`config.mk`:
```
export PLATFORM = sky130hd
export DESIGN_NAME = temp_spi_reader
export DESIGN_NICKNAME = d
export VERILOG_FILES = /design/src/rtl/temp_spi_reader.sv
export SDC_FILE = /design/constraint.sdc
export NUM_CORES = 1
export LEC_CHECK = 0
export CAP_MARGIN = 20
export CORE_MARGIN = 4
export CORE_UTILIZATION = 60
export DETAILED_ROUTE_END_ITERATION = 8
export GPL_TIMING_DRIVEN = 0
export PLACE_DENSITY = 0.81
export SYNTH_ARGS = -nofsm -noshare
export SYNTH_HDL_FRONTEND = slang
export SYNTH_SLANG_ARGS = --single-unit
```
`constraint.sdc`:
```
create_clock -name clk -period 3.4 [get_ports clk]
set_input_delay 0.68 -clock clk [delete_from_list [all_inputs] [get_ports clk]]
set_output_delay 0.68 -clock clk [all_outputs]
set_load 0.01 [all_outputs]
```
`src/rtl/temp_spi_reader.sv`:
```
// SPI mode-0 reader for a 16-bit temperature sensor: periodic or on-demand
// frames, decoded from 9-bit two's complement into sign-magnitude degC.
module temp_spi_reader #(
  parameter int CLK_DIV       = 25,
  parameter int SAMPLE_PERIOD = 50000000
) (
  input  logic       clk,
  input  logic       rst,
  input  logic       start,
  input  logic       miso,
  output logic       sclk,
  output logic       cs_n,
  output logic [8:0] temperatura,
  output logic       valid,
  output logic       err,
  output logic       busy
);

  typedef enum logic [2:0] {
    S_IDLE  = 3'd0,
    S_SETUP = 3'd1,
    S_SHIFT = 3'd2,
    S_HOLD  = 3'd3,
    S_DONE  = 3'd4
  } state_t;

  localparam logic [7:0]  LP_DIV_LAST    = 8'(CLK_DIV - 1);
  localparam logic [31:0] LP_PERIOD_LAST = 32'(SAMPLE_PERIOD - 1);

  // -256 has no 8-bit magnitude, so it saturates to -255.
  function automatic logic [8:0] f_to_sign_mag(input logic [8:0] raw);
    logic [8:0] neg;
    logic [8:0] res;
    neg = ~raw + 9'd1;
    if (!raw[8]) begin
      res = {1'b0, raw[7:0]};
    end else if (raw == 9'h100) begin
      res = 9'h1FF;
    end else begin
      res = {1'b1, neg[7:0]};
    end
    return res;
  endfunction

  state_t      r_state;
  state_t      w_state_nx;
  logic [7:0]  r_cnt;
  logic        r_half;
  logic        w_half_nx;
  logic [3:0]  r_bit;
  logic [15:0] r_shift;
  logic [31:0] r_period;
  logic        r_miso_meta;
  logic        r_miso_sync;
  logic        r_cs_n;
  logic        r_busy;
  logic        r_valid;
  logic        r_err;
  logic [8:0]  r_temp;

  logic w_tick;
  logic w_req;
  logic w_cnt_last;
  logic w_in_frame_nx;
  logic w_bad;

  assign w_tick        = (r_period == LP_PERIOD_LAST);
  assign w_req         = start | w_tick;
  assign w_cnt_last    = (r_cnt == LP_DIV_LAST);
  assign w_in_frame_nx = (w_state_nx == S_SETUP) || (w_state_nx == S_SHIFT) ||
                         (w_state_nx == S_HOLD);
  assign w_bad         = (r_shift == 16'hFFFF) || (r_shift == 16'h0000);

  // Next-state and next SCLK phase.
  always_comb begin
    w_state_nx = r_state;
    w_half_nx  = 1'b0;
    case (r_state)
      S_IDLE: begin
        if (w_req) w_state_nx = S_SETUP;
        else       w_state_nx = S_IDLE;
      end
      S_SETUP: begin
        if (w_cnt_last) w_state_nx = S_SHIFT;
        else            w_state_nx = S_SETUP;
      end
      S_SHIFT: begin
        w_half_nx = w_cnt_last ? ~r_half : r_half;
        if (w_cnt_last && r_half && (r_bit == 4'd15)) w_state_nx = S_HOLD;
        else                                           w_state_nx = S_SHIFT;
      end
      S_HOLD: begin
        if (w_cnt_last) w_state_nx = S_DONE;
        else            w_state_nx = S_HOLD;
      end
      S_DONE:  w_state_nx = S_IDLE;
      default: w_state_nx = S_IDLE;
    endcase
  end

  // State, timing counters, shift register and registered outputs.
  always_ff @(posedge clk or posedge rst) begin
    if (rst) begin
      r_state     <= S_IDLE;
      r_cnt       <= 8'd0;
      r_half      <= 1'b0;
      r_bit       <= 4'd0;
      r_shift     <= 16'd0;
      r_period    <= 32'd0;
      r_miso_meta <= 1'b0;
      r_miso_sync <= 1'b0;
      r_cs_n      <= 1'b1;
      r_busy      <= 1'b0;
      r_valid     <= 1'b0;
      r_err       <= 1'b0;
      r_temp      <= 9'd0;
    end else begin
      r_miso_meta <= miso;
      r_miso_sync <= r_miso_meta;
      r_period    <= w_tick ? 32'd0 : r_period + 32'd1;
      r_state     <= w_state_nx;
      r_half      <= w_half_nx;
      r_cs_n      <= ~w_in_frame_nx;
      r_busy      <= (w_state_nx != S_IDLE);

      if (((r_state == S_SETUP) || (r_state == S_SHIFT) || (r_state == S_HOLD)) &&
          !w_cnt_last) begin
        r_cnt <= r_cnt + 8'd1;
      end else begin
        r_cnt <= 8'd0;
      end

      // Sample on the last clk of each high phase, i.e. just before SCLK falls.
      if ((r_state == S_SHIFT) && r_half && w_cnt_last) begin
        r_shift <= {r_shift[14:0], r_miso_sync};
        r_bit   <= r_bit + 4'd1;
      end else if (r_state != S_SHIFT) begin
        r_bit   <= 4'd0;
      end else begin
        r_bit   <= r_bit;
      end

      if (r_state == S_DONE) begin
        if (w_bad) begin
          r_err   <= 1'b1;
          r_valid <= 1'b0;
        end else begin
          r_err   <= 1'b0;
          r_valid <= 1'b1;
          r_temp  <= f_to_sign_mag(r_shift[15:7]);
        end
      end else begin
        r_valid <= 1'b0;
      end
    end
  end

  assign sclk        = r_half;
  assign cs_n        = r_cs_n;
  assign busy        = r_busy;
  assign valid       = r_valid;
  assign err         = r_err;
  assign temperatura = r_temp;

endmodule

```
==> run summary, run 1 <==
Least-Margin Pin Slew: 0.5592 ns
ys flop type: dfrtp_1
number of CTS-inserted buffers: 9
Slew Viols, Final: 0
post-synthesis cell count: 340
number of top-level pins: 18
via count: 2504
Max Freq: 0.4470 GHz
Max Cap Violations: 0
CP max-delay cell: dfrtp_1
largest cells by area after synthesis: dfrtp_1, xnor2_1, xor2_1, mux2_2, nor2_1
Leakage: 1.888 nW
CTS Sinks: 79
clk buf depth: 2
postcts setup bufs: 0
chip width: 86.08 um
Final min period: 2.237 ns
slew margin rel.: 62.41%
full die area: 0.007409 mm^2
FF+latch count, synth: 79
Layout area overhead: 13.07%
asr flop ratio synth: 100.0%
Design Power: 0.001597 W
top-area cell type share of the netlist area: 53.37%
Setup CP Type: flop to flop
area leader, netlist: dfrtp_1
Clock Skews: 0.007934 ns
GRT overflow: 0
H-tree depth: 3
Residual DRC: 0
Total Wirelength: 6427 um
core region area: 0.005921 mm^2
number of port buffers: 17
Post-Syn Nets: 349
FILL cells: 447
TritonCTS clock tree: yes
Final nets: 378
status: completed
Placed Area: 0.003951 mm^2
hold_buf cts: 0
met3 Track Usage GR: 5.187%
met1 GRT Util: 24.94%
maximum fanout along the worst path: 10
Startpoint Class: flop
Buf/Inv on CP: 2
CTS clock-pin slew for the worst setup and hold paths: 0.08 ns
largest net degree at the start of global routing: 66
met2 GRT Util: 31.53%
antenna violations before repair: 0
CP Data Arrival Time: 2.47 ns
peak supply drop: 0.3015 mV
via density per instance: 5.577
Crit path largest cell delay: 0.43 ns
GRT Overall Usage: 19.70%
vias in the first global route: 2606
crit path cell chain: nor4bb_1 > and3_1 > buf_2 > nand4_2 > clkbuf_1 > mux2_2
busiest grt layer: met2
GP Congestion: 0.8549
Seq/Total Area, Yosys: 54.09%
ANT cells: 0
final number of setup-violating endpoints: 0
initial core utilization: 61.77%
Design Area, Final: 0.004135 mm^2
hpwl dp: 4495 um
syn avg cell area: 10.76 um^2
first-pass GRT wire length: 11460 um
Die Height: 86.08 um
share of cells above drive strength 1: 11.23%
# rows: 28
crit share post-route: 65.80%
Root Driver: clkbuf_8
mapped cell area: 0.003657 mm^2
Yosys warning count: 0
Post-synth EDFFs: 0
crit-path leading delay family: simple AND/OR/NAND/NOR gates
post-CTS resize count: 0
Synth cell types: 44
Final Hold Vio Count: 0
worst hold path type: flop to flop
power density cells: 386.2 mW/mm^2
RSZ-0062 raised after global routing: no
post-route ant nets: 0
synth cell count leaders: dfrtp_1, nor2_1, nand3_1
top-count cell post-synth: dfrtp_1
routed len/inst: 14.31 um
Detailed Routing Iterations Pass 1: 4
Req. time, crit path: 3.63 ns
DRT iter0 DRCs: 131
crit end category: flop
clk_lat worst skew: 0.34 ns
[cell type report]
| cell class | instances | area (um^2) | share of cell area [%] |
|---|---|---|---|
| multi-input cells | 242 | 1603 | 38.76 |
| inverters | 9 | 36.28 | 0.8775 |
| clock buffers | 11 | 151.4 | 3.661 |
| well taps | 75 | 93.84 | 2.269 |
| repair buffers | 18 | 197.7 | 4.781 |
| plain buffers | 10 | 42.54 | 1.029 |
| flip-flops and latches | 79 | 1978 | 47.84 |
| clock inverters | 5 | 32.53 | 0.7867 |
[state kept, by name (all words and copies together), names as in the netlist, 3 cells and up]
register	count
r_period	32
r_shift	16
temperatura	9
r_cnt	8
r_bit	4
r_state	3
[final timing paths]
check	startpoint	end	slack (ns)	cells after the start
worst max-delay path	r_cnt[5]$_DFF_PP0_	r_shift[4]$_DFFE_PP0P_	1.16	6
worst min-delay path	r_miso_meta$_DFF_PP0_	r_miso_sync$_DFF_PP0_	0.36	0
worst max register to register	r_cnt[5]$_DFF_PP0_	r_shift[4]$_DFFE_PP0P_	1.16	6
worst min register to register	r_miso_meta$_DFF_PP0_	r_miso_sync$_DFF_PP0_	0.36	0
max in group asynchronous	rst	cs_n$_DFF_PP1_	2.20	3
min in group asynchronous	rst	r_shift[0]$_DFFE_PP0P_	0.60	2
[report_power, final]
| part | total, W | internal, W | switching, W |
|---|---|---|---|
| clock | 0.000632 | 0.000302 | 0.000330 |
| sequential | 0.000940 | 0.000940 | 0.000000321 |
| combinational | 0.0000249 | 0.00000658 | 0.0000184 |
[cell usage in the layout (no fill, tap or decap), types with 2 or more instances in the layout]
cell type,n
a2bb2oi_1,8
nand4_1,9
or3_1,3
xnor2_1,20
nand3_1,29
or4_1,2
clkinv_2,2
a31oi_1,2
inv_1,8
o21ai_0,6
nor2b_1,3
a21oi_1,5
nor2_1,39
and2_1,2
clkbuf_1,7
ha_1,5
nor4_1,6
or4b_1,2
nor3_1,5
mux2_2,15
dfrtp_1,78
and4_1,2
clkinvlp_4,3
clkdlybuf4s50_1,17
mux2i_1,4
clkbuf_8,11
nand2_1,27
nand3b_1,3
xor2_1,20
and3_1,11
[routing by layer]
| layer | vias up | part of all wire (%) |
|---|---|---|
| li1 | 1249 | - |
| met1 | 1199 | 47 |
| met2 | 44 | 47 |
| met3 | 12 | 3.6 |
| met4 | 0 | 2.1 |
| met5 | - | 0 |
[stage by stage]
step           instances  TNS (ns)  utilization, %  setup slack, ns  hold WS (ns)
2_1_floorplan        340         0               -           0.6983        0.3312
3_3_place_gp         432    -37.73           66.23          -0.4877        0.3322
3_5_place_dp         433         0           66.74            1.178        0.3412
4_1_cts              449         0           69.84            1.159        0.3588
5_1_grt              449         0           69.84           0.9573        0.3689
6_report             449         0           69.84            1.163        0.3557
[cell families (layout without fill, tap and decap cells)]
family	after synthesis	after routing	share of synthesized area, %
compound gates	26	26	4.892
xor+xnor	40	40	9.579
fa+ha+maj	5	5	1.711
buf+inv	19	53	2.087
flops	79	79	54.09
mux	19	19	5.713
simple gates	152	152	21.93
Note: power is estimated with default switching activity, not from simulation.
==> run 2, diff against run 1 <==
==> constraint.sdc (replaced) <==
create_clock -name clk -period 2.3 [get_ports clk]
set_input_delay 0.46 -clock clk [delete_from_list [all_inputs] [get_ports clk]]
set_output_delay 0.46 -clock clk [all_outputs]
set_load 0.01 [all_outputs]
==> run summary, run 2 (synthesis gave the netlist of run 1 again) <==
status: completed (unchanged)
initial core utilization: 61.77% (unchanged)
DRT iter0 DRCs: 137 (was 131)
Req. time, crit path: 2.55 ns (was 3.63 ns)
crit share post-route: 99.00% (was 65.80%)
Die Height: 86.08 um (unchanged)
setup ws final: 0.02310 ns (was 1.163 ns)
met2 GRT Util: 33.50% (was 31.53%)
FILL cells: 424 (was 447)
Total Wirelength: 6856 um (was 6427 um)
Root Driver: clkbuf_8 (unchanged)
CTS Sinks: 79 (unchanged)
Slew Viols, Final: 0 (unchanged)
number of CTS-inserted buffers: 9 (unchanged)
CP Data Arrival Time: 2.53 ns (was 2.47 ns)
slew margin rel.: 60.37% (was 62.41%)
Leakage: 1.940 nW (was 1.888 nW)
chip width: 86.08 um (unchanged)
power density cells: 587.2 mW/mm^2 (was 386.2 mW/mm^2)
core region area: 0.005921 mm^2 (unchanged)
Clock Skews: 0.005876 ns (was 0.007934 ns)
clk_lat worst skew: 0.36 ns (was 0.34 ns)
Design Area, Final: 0.004237 mm^2 (was 0.004135 mm^2)
worst hold path type: flop to flop (unchanged)
Placed Area: 0.003965 mm^2 (was 0.003951 mm^2)
CP max-delay cell: or4_4 (was dfrtp_1)
Final nets: 385 (was 378)
maximum fanout along the worst path: 5 (was 10)
antenna violations before repair: 0 (unchanged)
Setup Slack @ Placement: 0.07377 ns (was 1.178 ns)
hpwl dp: 4677 um (was 4495 um)
Residual DRC: 0 (unchanged)
via density per instance: 5.774 (was 5.577)
Final min period: 2.277 ns (was 2.237 ns)
crit path cell chain: or4b_4 > or4_4 > nor4_4 > buf_4 > clkbuf_4 > nor2_1 (was nor4bb_1 > and3_1 > buf_2 > nand4_2 > clkbuf_1 > mux2_2)
ANT cells: 0 (unchanged)
Final Hold Vio Count: 0 (unchanged)
Max Freq: 0.4392 GHz (was 0.4470 GHz)
# rows: 28 (unchanged)
via count: 2633 (was 2504)
full die area: 0.007409 mm^2 (unchanged)
largest net degree at the start of global routing: 39 (was 66)
TritonCTS clock tree: yes (unchanged)
commonest non-fill, non-tap cells in the layout: dfrtp_1, nor2_1, nand3_1 (unchanged)
H-tree depth: 3 (unchanged)
setup TNS: 0 ns (unchanged)
Startpoint Class: flop (unchanged)
Layout Utilization: 71.56% (was 69.84%)
Crit path largest cell delay: 0.58 ns (was 0.43 ns)
post-route ant nets: 0 (unchanged)
vias in the first global route: 2617 (was 2606)
GP Congestion: 0.8791 (was 0.8549)
Least-Margin Pin Slew: 0.5896 ns (was 0.5592 ns)
first-pass GRT wire length: 11880 um (was 11460 um)
most flop-heavy register: r_period (unchanged)
routed len/inst: 15.04 um (was 14.31 um)
crit end category: flop (unchanged)
met1 GRT Util: 25.94% (was 24.94%)
Detailed Routing Iterations Pass 1: 4 (unchanged)
busiest grt layer: met2 (unchanged)
Max Cap Violations: 0 (unchanged)
hold_buf cts: 0 (unchanged)
most common cell after layout, fill and taps aside: dfrtp_1 (unchanged)
share of cells above drive strength 1: 14.17% (was 11.23%)
peak supply drop: 0.4132 mV (was 0.3015 mV)
Setup CP Type: flop to flop (unchanged)
Layout area overhead: 15.84% (was 13.07%)
GRT Overall Usage: 20.50% (was 19.70%)
clk buf depth: 2 (unchanged)
number of port buffers: 17 (unchanged)
met3 Track Usage GR: 5.572% (was 5.187%)
final number of setup-violating endpoints: 0 (unchanged)
number of top-level pins: 18 (unchanged)
CTS clock-pin slew for the worst setup and hold paths: 0.08 ns (about the same)
max reg flops: 32 (unchanged)
Design Power: 0.002488 W (was 0.001597 W)
GRT overflow: 0 (unchanged)
==> run 2: worst max-delay path, delay by kind of cell, from the launching register on <==
family | cells | cell delay, ns
buf+inv | 2 | 0.33
simple gates | 4 | 1.42
flops | 1 | 0.42
==> run 2: through the flow <==
| stage | instances | hold slack, ns |
|---|---|---|
| after floorplan | 340 | 0.3312 |
| after global placement | 432 | 0.3326 |
| after detailed placement | 434 | 0.3477 |
| after CTS | 450 | 0.3668 |
| after global routing | 456 | 0.3862 |
| final | 456 | 0.3650 |
==> run 2: worst paths after layout <==
kind | end | slack (ns) | depth (start not counted) | start
worst max-delay path | r_period[3]$_DFF_PP0_ | 0.02 | 6 | r_period[8]$_DFF_PP0_
worst min-delay path | r_miso_sync$_DFF_PP0_ | 0.36 | 0 | r_miso_meta$_DFF_PP0_
worst max register to register | r_period[3]$_DFF_PP0_ | 0.02 | 6 | r_period[8]$_DFF_PP0_
worst min register to register | r_miso_sync$_DFF_PP0_ | 0.36 | 0 | r_miso_meta$_DFF_PP0_
max in group asynchronous | cs_n$_DFF_PP1_ | 1.12 | 4 | rst
min in group asynchronous | temperatura[2]$_DFFE_PP0P_ | 0.42 | 2 | rst
==> run 2: final cells by class <==
| class | count | area [um^2] | area share (%) |
|---|---|---|---|
| well taps | 75 | 93.84 | 2.215 |
| plain buffers | 10 | 47.55 | 1.122 |
| inverters | 9 | 37.54 | 0.8860 |
| multi-input cells | 242 | 1620 | 38.25 |
| clock inverters | 7 | 77.57 | 1.831 |
| flip-flops and latches | 79 | 1981 | 46.75 |
| repair buffers | 25 | 255.2 | 6.025 |
| clock buffers | 9 | 123.9 | 2.924 |
==> run 2: what timing repair did <==
| item | CTS | global route |
|---|---|---|
| setup buffers | 0 | 5 |
| endpoints found under the hold margin | 0 | 0 |
| resized for setup | 0 | 9 |
| setup endpoints to repair | 0 | 23 |
==> run 2: routing by layer <==
layer / wire (um) / share of wire [%]
met5: 0 / 0
met4: 156 / 2.3
met3: 295 / 4.3
met2: 3432 / 50
met1: 2972 / 43
==> run 2: where the power goes <==
group          leakage, nW  switching (W)  internal [W]  total [W]
clock                0.101       0.000544      0.000515    0.00106
combinational        0.780      0.0000278     0.0000117  0.0000395
sequential            1.06    0.000000449       0.00139    0.00139
total                 1.94       0.000572       0.00192    0.00249
